[src/rtl/isb_pkg.sv]
// Shared types and defaults for the ISB prefetch stream buffer.
package isb_pkg;

  localparam int unsigned AW_DEF         = 16;
  localparam int unsigned CW_DEF         = 16;
  localparam int unsigned DEPTH_LOG2_DEF = 2;

  typedef enum logic [2:0] {
    ST_EMPTY    = 3'd0,
    ST_QUEUED   = 3'd1,
    ST_ISSUING  = 3'd2,
    ST_INFLIGHT = 3'd3,
    ST_FILLED   = 3'd4
  } entry_st_e;

endpackage

[src/rtl/isb_sat_ctr.sv]
// Saturating up-counter used for the stream buffer statistics.
module isb_sat_ctr
  import isb_pkg::*;
#(
  parameter int unsigned CW = CW_DEF
) (
  input  logic          clk,
  input  logic          rst_n,
  input  logic          en,
  output logic [CW-1:0] count
);

  always_ff @(posedge clk or negedge rst_n) begin
    if (!rst_n) begin
      count <= '0;
    end else if (en && (count != '1)) begin
      count <= count + CW'(1);
    end
  end

endmodule

[src/rtl/isb_stream_buf.sv]
// Prefetch stream buffer: dedups ISB candidates, issues them one at a time,
// tracks fills and reports demand hits on buffered entries.
module isb_stream_buf
  import isb_pkg::*;
#(
  parameter int unsigned AW         = AW_DEF,
  parameter int unsigned DEPTH_LOG2 = DEPTH_LOG2_DEF,
  parameter int unsigned CW         = CW_DEF
) (
  input  logic          clk,
  input  logic          rst_n,
  input  logic          pf_v,
  input  logic [AW-1:0] pf_addr,
  input  logic          dem_v,
  input  logic [AW-1:0] dem_addr,
  output logic          mem_req_v,
  output logic [AW-1:0] mem_req_addr,
  input  logic          mem_req_ready,
  input  logic          mem_resp_v,
  input  logic [AW-1:0] mem_resp_addr,
  output logic          hit_v,
  output logic          hit_ready,
  output logic [AW-1:0] hit_addr,
  output logic [CW-1:0] stat_issued,
  output logic [CW-1:0] stat_hits,
  output logic [CW-1:0] stat_drops
);

  localparam int unsigned DEPTH = 1 << DEPTH_LOG2;

  typedef logic [DEPTH_LOG2-1:0] idx_t;

  entry_st_e     st_q     [DEPTH];
  entry_st_e     st_n     [DEPTH];
  logic [AW-1:0] addr_q   [DEPTH];
  logic [AW-1:0] addr_n   [DEPTH];
  logic          cancel_q [DEPTH];
  logic          cancel_n [DEPTH];
  idx_t          wr_ptr_q, wr_ptr_n;
  idx_t          iss_idx_q, iss_idx_n;

  logic [DEPTH-1:0] dem_match, fill_match, pf_match;
  logic          handshake, pf_dup, ins, drop;
  logic          sel_found;
  idx_t          sel_idx, scan;
  logic          req_v_n, hit_v_n, hit_ready_n;
  logic [AW-1:0] req_addr_n, hit_addr_n;

  // Address matches, all against pre-edge state.
  always_comb begin
    dem_match  = '0;
    fill_match = '0;
    pf_match   = '0;
    for (int unsigned i = 0; i < DEPTH; i++) begin
      dem_match[i]  = dem_v && (st_q[i] != ST_EMPTY) && (addr_q[i] == dem_addr);
      fill_match[i] = mem_resp_v && (st_q[i] == ST_INFLIGHT) && (addr_q[i] == mem_resp_addr);
      pf_match[i]   = (st_q[i] != ST_EMPTY) && (addr_q[i] == pf_addr);
    end
  end

  assign handshake = mem_req_v && mem_req_ready;
  assign pf_dup    = (|pf_match) || (dem_v && (dem_addr == pf_addr));
  assign ins       = pf_v && !pf_dup && (st_q[wr_ptr_q] != ST_ISSUING);
  assign drop      = pf_v && !ins;

  // Oldest QUEUED entry, skipping ones freed by demand or overwritten by insert.
  always_comb begin
    sel_found = 1'b0;
    sel_idx   = '0;
    scan      = '0;
    for (int unsigned k = 0; k < DEPTH; k++) begin
      scan = wr_ptr_q + idx_t'(k);
      if (!sel_found && (st_q[scan] == ST_QUEUED) && !dem_match[scan] &&
          !(ins && (scan == wr_ptr_q))) begin
        sel_found = 1'b1;
        sel_idx   = scan;
      end
    end
  end

  always_comb begin
    hit_v_n     = |dem_match;
    hit_ready_n = 1'b0;
    for (int unsigned i = 0; i < DEPTH; i++) begin
      if (dem_match[i] && (st_q[i] == ST_FILLED)) begin
        hit_ready_n = 1'b1;
      end
    end
    hit_addr_n = hit_v_n ? dem_addr : '0;
  end

  // Entry updates applied in priority order: demand, fill, issue, insert.
  always_comb begin
    st_n       = st_q;
    addr_n     = addr_q;
    cancel_n   = cancel_q;
    wr_ptr_n   = wr_ptr_q;
    iss_idx_n  = iss_idx_q;
    req_v_n    = mem_req_v;
    req_addr_n = mem_req_addr;

    for (int unsigned i = 0; i < DEPTH; i++) begin
      if (dem_match[i]) begin
        if (st_q[i] == ST_ISSUING) begin
          cancel_n[i] = 1'b1;
        end else begin
          st_n[i] = ST_EMPTY;
        end
      end else if (fill_match[i]) begin
        st_n[i] = ST_FILLED;
      end
    end

    if (handshake) begin
      st_n[iss_idx_q] = cancel_n[iss_idx_q] ? ST_EMPTY : ST_INFLIGHT;
      req_v_n         = 1'b0;
      req_addr_n      = '0;
    end else if (!mem_req_v && sel_found) begin
      st_n[sel_idx] = ST_ISSUING;
      iss_idx_n     = sel_idx;
      req_v_n       = 1'b1;
      req_addr_n    = addr_q[sel_idx];
    end

    if (ins) begin
      st_n[wr_ptr_q]     = ST_QUEUED;
      addr_n[wr_ptr_q]   = pf_addr;
      cancel_n[wr_ptr_q] = 1'b0;
      wr_ptr_n           = wr_ptr_q + idx_t'(1);
    end
  end

  always_ff @(posedge clk or negedge rst_n) begin
    if (!rst_n) begin
      for (int unsigned i = 0; i < DEPTH; i++) begin
        st_q[i]     <= ST_EMPTY;
        addr_q[i]   <= '0;
        cancel_q[i] <= 1'b0;
      end
      wr_ptr_q     <= '0;
      iss_idx_q    <= '0;
      mem_req_v    <= 1'b0;
      mem_req_addr <= '0;
      hit_v        <= 1'b0;
      hit_ready    <= 1'b0;
      hit_addr     <= '0;
    end else begin
      st_q         <= st_n;
      addr_q       <= addr_n;
      cancel_q     <= cancel_n;
      wr_ptr_q     <= wr_ptr_n;
      iss_idx_q    <= iss_idx_n;
      mem_req_v    <= req_v_n;
      mem_req_addr <= req_addr_n;
      hit_v        <= hit_v_n;
      hit_ready    <= hit_ready_n;
      hit_addr     <= hit_addr_n;
    end
  end

  isb_sat_ctr #(.CW(CW)) u_ctr_issued (
    .clk(clk), .rst_n(rst_n), .en(handshake), .count(stat_issued)
  );

  isb_sat_ctr #(.CW(CW)) u_ctr_hits (
    .clk(clk), .rst_n(rst_n), .en(hit_v_n), .count(stat_hits)
  );

  isb_sat_ctr #(.CW(CW)) u_ctr_drops (
    .clk(clk), .rst_n(rst_n), .en(drop), .count(stat_drops)
  );

endmodule
[config.mk]
export PLATFORM = sky130hd
export DESIGN_NAME = isb_stream_buf
export DESIGN_NICKNAME = d
export VERILOG_FILES = /design/src/rtl/isb_pkg.sv /design/src/rtl/isb_sat_ctr.sv /design/src/rtl/isb_stream_buf.sv
export SDC_FILE = /design/constraint.sdc
export NUM_CORES = 1
export LEC_CHECK = 0
export BUFFER_PORTS_ARGS = -buffer_cell sky130_fd_sc_hd__buf_2
export CELL_PAD_IN_SITES_DETAIL_PLACEMENT = 1
export CELL_PAD_IN_SITES_GLOBAL_PLACEMENT = 2
export CORE_MARGIN = 1.5
export CORE_UTILIZATION = 34
export DETAILED_ROUTE_END_ITERATION = 10
export GPL_TIMING_DRIVEN = 0
export PLACE_DENSITY = 0.88
export SYNTH_ARGS = -nofsm -noshare
export SYNTH_HDL_FRONTEND = slang
export SYNTH_SLANG_ARGS = --single-unit
[constraint.sdc]
create_clock -name clk -period 3.6 [get_ports clk]
set_input_delay 0.36 -clock clk [delete_from_list [all_inputs] [get_ports clk]]
set_output_delay 0.36 -clock clk [all_outputs]
set_load 0.01 [all_outputs]
==> load_flow_metrics.sql <==
INSERT INTO impl_metrics (metric_group, metric, value, unit) VALUES
('drt', 'detail_route.wl_per_cell', '23.5', 'um'),
('placed_design', 'dp_hpwl', '26700', 'um'),
('finish', 'post_layout_nonfiller_instances', '1531', ''),
('synth', 'synth-edff-count', '0', ''),
('synth', 'synth_seq_area_share', '40.3', '%'),
('pwr', 'power', '11.6', 'mW'),
('clocking', 'clkLatencyLatePin', '0.45', 'ns'),
('floorplanning', 'die_height', '178', 'um'),
('grt', 'grt_start_max_net_pins', '99', ''),
('grt', 'antenna_found_initial', '1', ''),
('timing', 'max-slew-margin-rel', '43.3', '%'),
('setup_path', 'worst_r2r_startpoint', 'addr_q[9]', ''),
('pwr', 'power.static_leakage', '5.41', 'nW'),
('pwr', 'worst_ir_drop_vdd', '0.643', 'mV'),
('clocking', 'buffer_depth_of_the_longest_clock_path', '2', ''),
('timing', 'timing_hold_violations_final', '0', ''),
('clocking', 'cts_root_buf', 'clkbuf_16', ''),
('timing', 'timing_max_transition_violations_final', '0', ''),
('synth', 'async_reset_ff_share', '100', '%'),
('finish', 'final_layout_size_suffix_gt1_share', '27.7', '%'),
('finish', 'non_filler_cell_area_final', '12500', 'um^2'),
('finish', 'layout_net_count', '1191', ''),
('finish', 'antenna_cells', '0', ''),
('setup_path', 'crit_family', 'simple AND/OR/NAND/NOR gates', ''),
('run_status', 'violations_in_the_final_reports', 'setup timing', ''),
('setup_path', 'critPathMaxStageDelay', '0.55', 'ns'),
('timing', 'slew_worst_pin', '0.850', 'ns'),
('drt', 'post_drt_via_cell_ratio', '5.43', ''),
('clocking', 'htree_num_levels', '4', ''),
('timing', 'achievable-frequency', '275', 'MHz'),
('pwr', 'power.density', '934', 'nW/um^2'),
('drt', 'route.antenna.remaining_nets', '0', ''),
('setup_path', 'worst-setup-path-type', 'flop to flop', ''),
('timing', 'setup_viol', '8', ''),
('timing', 'fin_ws', '-0.0352', 'ns'),
('floorplanning', 'core_region_area', '29800', 'um^2'),
('clocking', 'clock_pin_slew_worst_setup_and_hold_paths', '0.07', 'ns'),
('setup_path', 'arrival_time_reported_for_the_critical_path_endpoint', '3.96', 'ns'),
('floorplanning', 'io-pin-count', '137', ''),
('placed_design', 'gpl_congestion', '0.946', ''),
('setup_path', 'crit_path_start_kind', 'flop', ''),
('finish', 'area_grow_syn2layout', '20.1', '%'),
('clocking', 'num_cts_buffers', '17', ''),
('synth', 'yosys_most_used_dff', 'dfrtp_1', ''),
('synth', 'synth.distinct_cells', '63', ''),
('synth', 'syn-mean-instance-area', '10.5', 'um^2'),
('synth', 'synth_fp_nets', '1052', ''),
('setup_path', 'slowest_stage', 'mux4_2', ''),
('drt', 'post-route-drc-count', '0', ''),
('setup_path', 'crit_path_max_fanout', '10', ''),
('timing', 'finalCritPeriodShare', '101', '%'),
('grt', 'gr-usage-all-layers', '23.2', '%'),
('placed_design', 'preCtsSetupSlack', '-1.21', 'ns'),
('timing', 'worst_clock_skew', '0.0134', 'ns'),
('grt', 'congestion_overflow_gr', '0', ''),
('run', 'drv.max_cap_violation_count', '0', ''),
('grt', 'via_count_of_the_first_global_routing_pass', '8798', ''),
('drt', 'dr.first_iter.drc_count', '537', ''),
('timing', 'post-route-min-period', '3.64', 'ns'),
('run_status', 'run_status', 'complete, but fails checks', ''),
('floorplanning', 'initial_utilization', '34.8', '%'),
('drt', 'drt_pre_antenna_iters', '4', ''),
('synth', 'yosysWarnings', '0', ''),
('min_path', 'timing.hold.worst.class', 'input pin to flop', ''),
('drt', 'routed_wirelength', '36000', 'um'),
('placed_design', 'placement.cell_area', '11400', 'um^2'),
('synth', 'netlist_instances', '991', ''),
('timing', 'setup_repair_after_global_routing_missed_its_margin', 'true', ''),
('placed_design', 'port-buffer-count', '99', ''),
('floorplanning', 'die_area', '31600', 'um^2'),
('setup_path', 'worstSetupEndpointType', 'flop', ''),
('setup_path', 'critical_path.startpoint', 'addr_q[9]', ''),
('synth', 'syn-cell-area', '10400', 'um^2'),
('floorplanning', 'die_width', '178', 'um'),
('grt', 'grt_pass1_wl', '54100', 'um'),
('min_path', 'hp-start', 'dem_addr[7]', ''),
('placed_design', 'placedCellCount', '1481', ''),
('synth', 'postSynthRegisterBits', '167', ''),
('drt', 'detailroute.via_count', '8310', ''),
('setup_path', 'critical_path_buf_inv_count', '2', ''),
('setup_path', 'worst_ep_required_time', '3.93', 'ns'),
('setup_path', 'path_cells', 'xor2_2 > or4_4 > nor3_2 > nand4_1 > mux4_2 > nand3_2 > nand2_2 > o32ai_4 > buf_6 > buf_12 > mux2_4 > a221o_1', ''),
('clocking', 'numClockSinks', '167', ''),
('floorplanning', 'floorplan.rows', '63', ''),
('clocking', 'cts_tree', 'yes', '');
==> timing repair <==
item,in CTS,in global routing
setup endpoints to repair,112,45
cloned,0,0
buffers inserted,19,4
resized for setup,38,33
pin swaps,8,15
hold buffers,1,0
endpoints found under the hold margin,69,0
==> registers in the layout, summed over array words and instances, names as in the netlist <==
signal	flops
addr_q	64
cancel_q	4
hit_addr	16
hit_ready	1
hit_v	1
iss_idx_q	2
mem_req_addr	16
mem_req_v	1
st_q	12
u_ctr_drops.count	16
u_ctr_hits.count	16
u_ctr_issued.count	16
wr_ptr_q	2
==> per-stage QoR <==
stage	utilization, %	hold WS [ns]	setup TNS [ns]
after detailed placement	38.2	0.379	-74.57
after CTS	41.3	0.220	-0.142
final	41.8	0.227	-0.143
after global placement	38.1	0.469	-177.01
after global routing	41.8	0.214	-1.24
after floorplan	-	0.0644	0
==> path summary, 6_finish.rpt <==
kind	endpoint	slack (ns)	cells after the start
max in group asynchronous	wr_ptr_q[1]	2.19	3
min in group asynchronous	addr_q[26]	0.46	2
worst min register to register	u_ctr_issued.count[6]	0.49	1
worst max-delay path	mem_req_addr[3]	-0.04	12
worst max register to register	mem_req_addr[3]	-0.04	12
worst min-delay path	hit_addr[7]	0.23	2
==> kinds of logic (layout without fill, tap and decap cells) <==
logic type / count (synthesis) / count (layout) / synth area share [%]
AOI/OAI and AO/OA: 82 / 82 / 6.08
xor gates and xnor gates: 252 / 252 / 21.3
adders and majority gates: 7 / 7 / 0.845
buffers and inverters: 78 / 228 / 3.40
DFF: 167 / 167 / 40.3
muxes: 109 / 109 / 12.8
and+or+nand+nor: 296 / 296 / 15.3
==> cells in the mapped netlist (16+ instances only) <==
cell type / n / area share (%)
inv_1: 17 / 0.62
a221o_1: 16 / 1.5
nor3_1: 30 / 1.4
dfrtp_1: 167 / 40
mux2_2: 82 / 8.9
nand4_1: 42 / 2.5
nand3_1: 27 / 1.3
and2_1: 39 / 2.4
xor2_1: 130 / 11
nor2_1: 49 / 1.8
nand2_1: 45 / 1.6
nor4_1: 26 / 1.6
clkbuf_1: 45 / 1.6
xnor2_1: 122 / 10
==> layout by cell type, fill, tap and decap left out, types with 7 or more instances in the layout <==
cell and instances:
nand3_1 26, clkbuf_16 17, buf_4 22, a221o_1 16
buf_6 7, o21ai_0 10, inv_1 17, xor2_1 127
nor2_1 47, mux2_4 21, dfrtp_1 158, nor4_1 23
nor3_1 24, and2_1 38, dfrtp_2 9, clkbuf_1 39
a21oi_1 13, ha_1 7, mux2_2 77, nand2_1 42
buf_2 102, nand4_1 42, xnor2_1 121, a31oi_1 7
==> layout make-up <==
type,instances,area [um^2]
multi-input combinational,746,6090
fill,3341,17300
inverter,17,63.8
clock inverter,12,144
timing repair buffer,124,732
sequential,167,4190
buffer,57,304
tap,390,488
clock buffer,18,439
==> power breakdown <==
group          internal, mW  switching (mW)  leakage (nW)
logic                  3.12            3.01          3.02
clock network          1.05           0.871         0.282
registers              2.47            1.12          2.11
==> per-layer routing <==
layer / up-vias / GRT usage [%] / part of all wire (%)
li1: 3725 / - / -
met1: 4233 / 29.8 / 43
met2: 284 / 39.0 / 49
met3: 68 / 3.75 / 4.9
met4: 0 / 8.58 / 3.1
met5: - / 0 / 0
No activity file was read; power rests on OpenSTA's default activity.
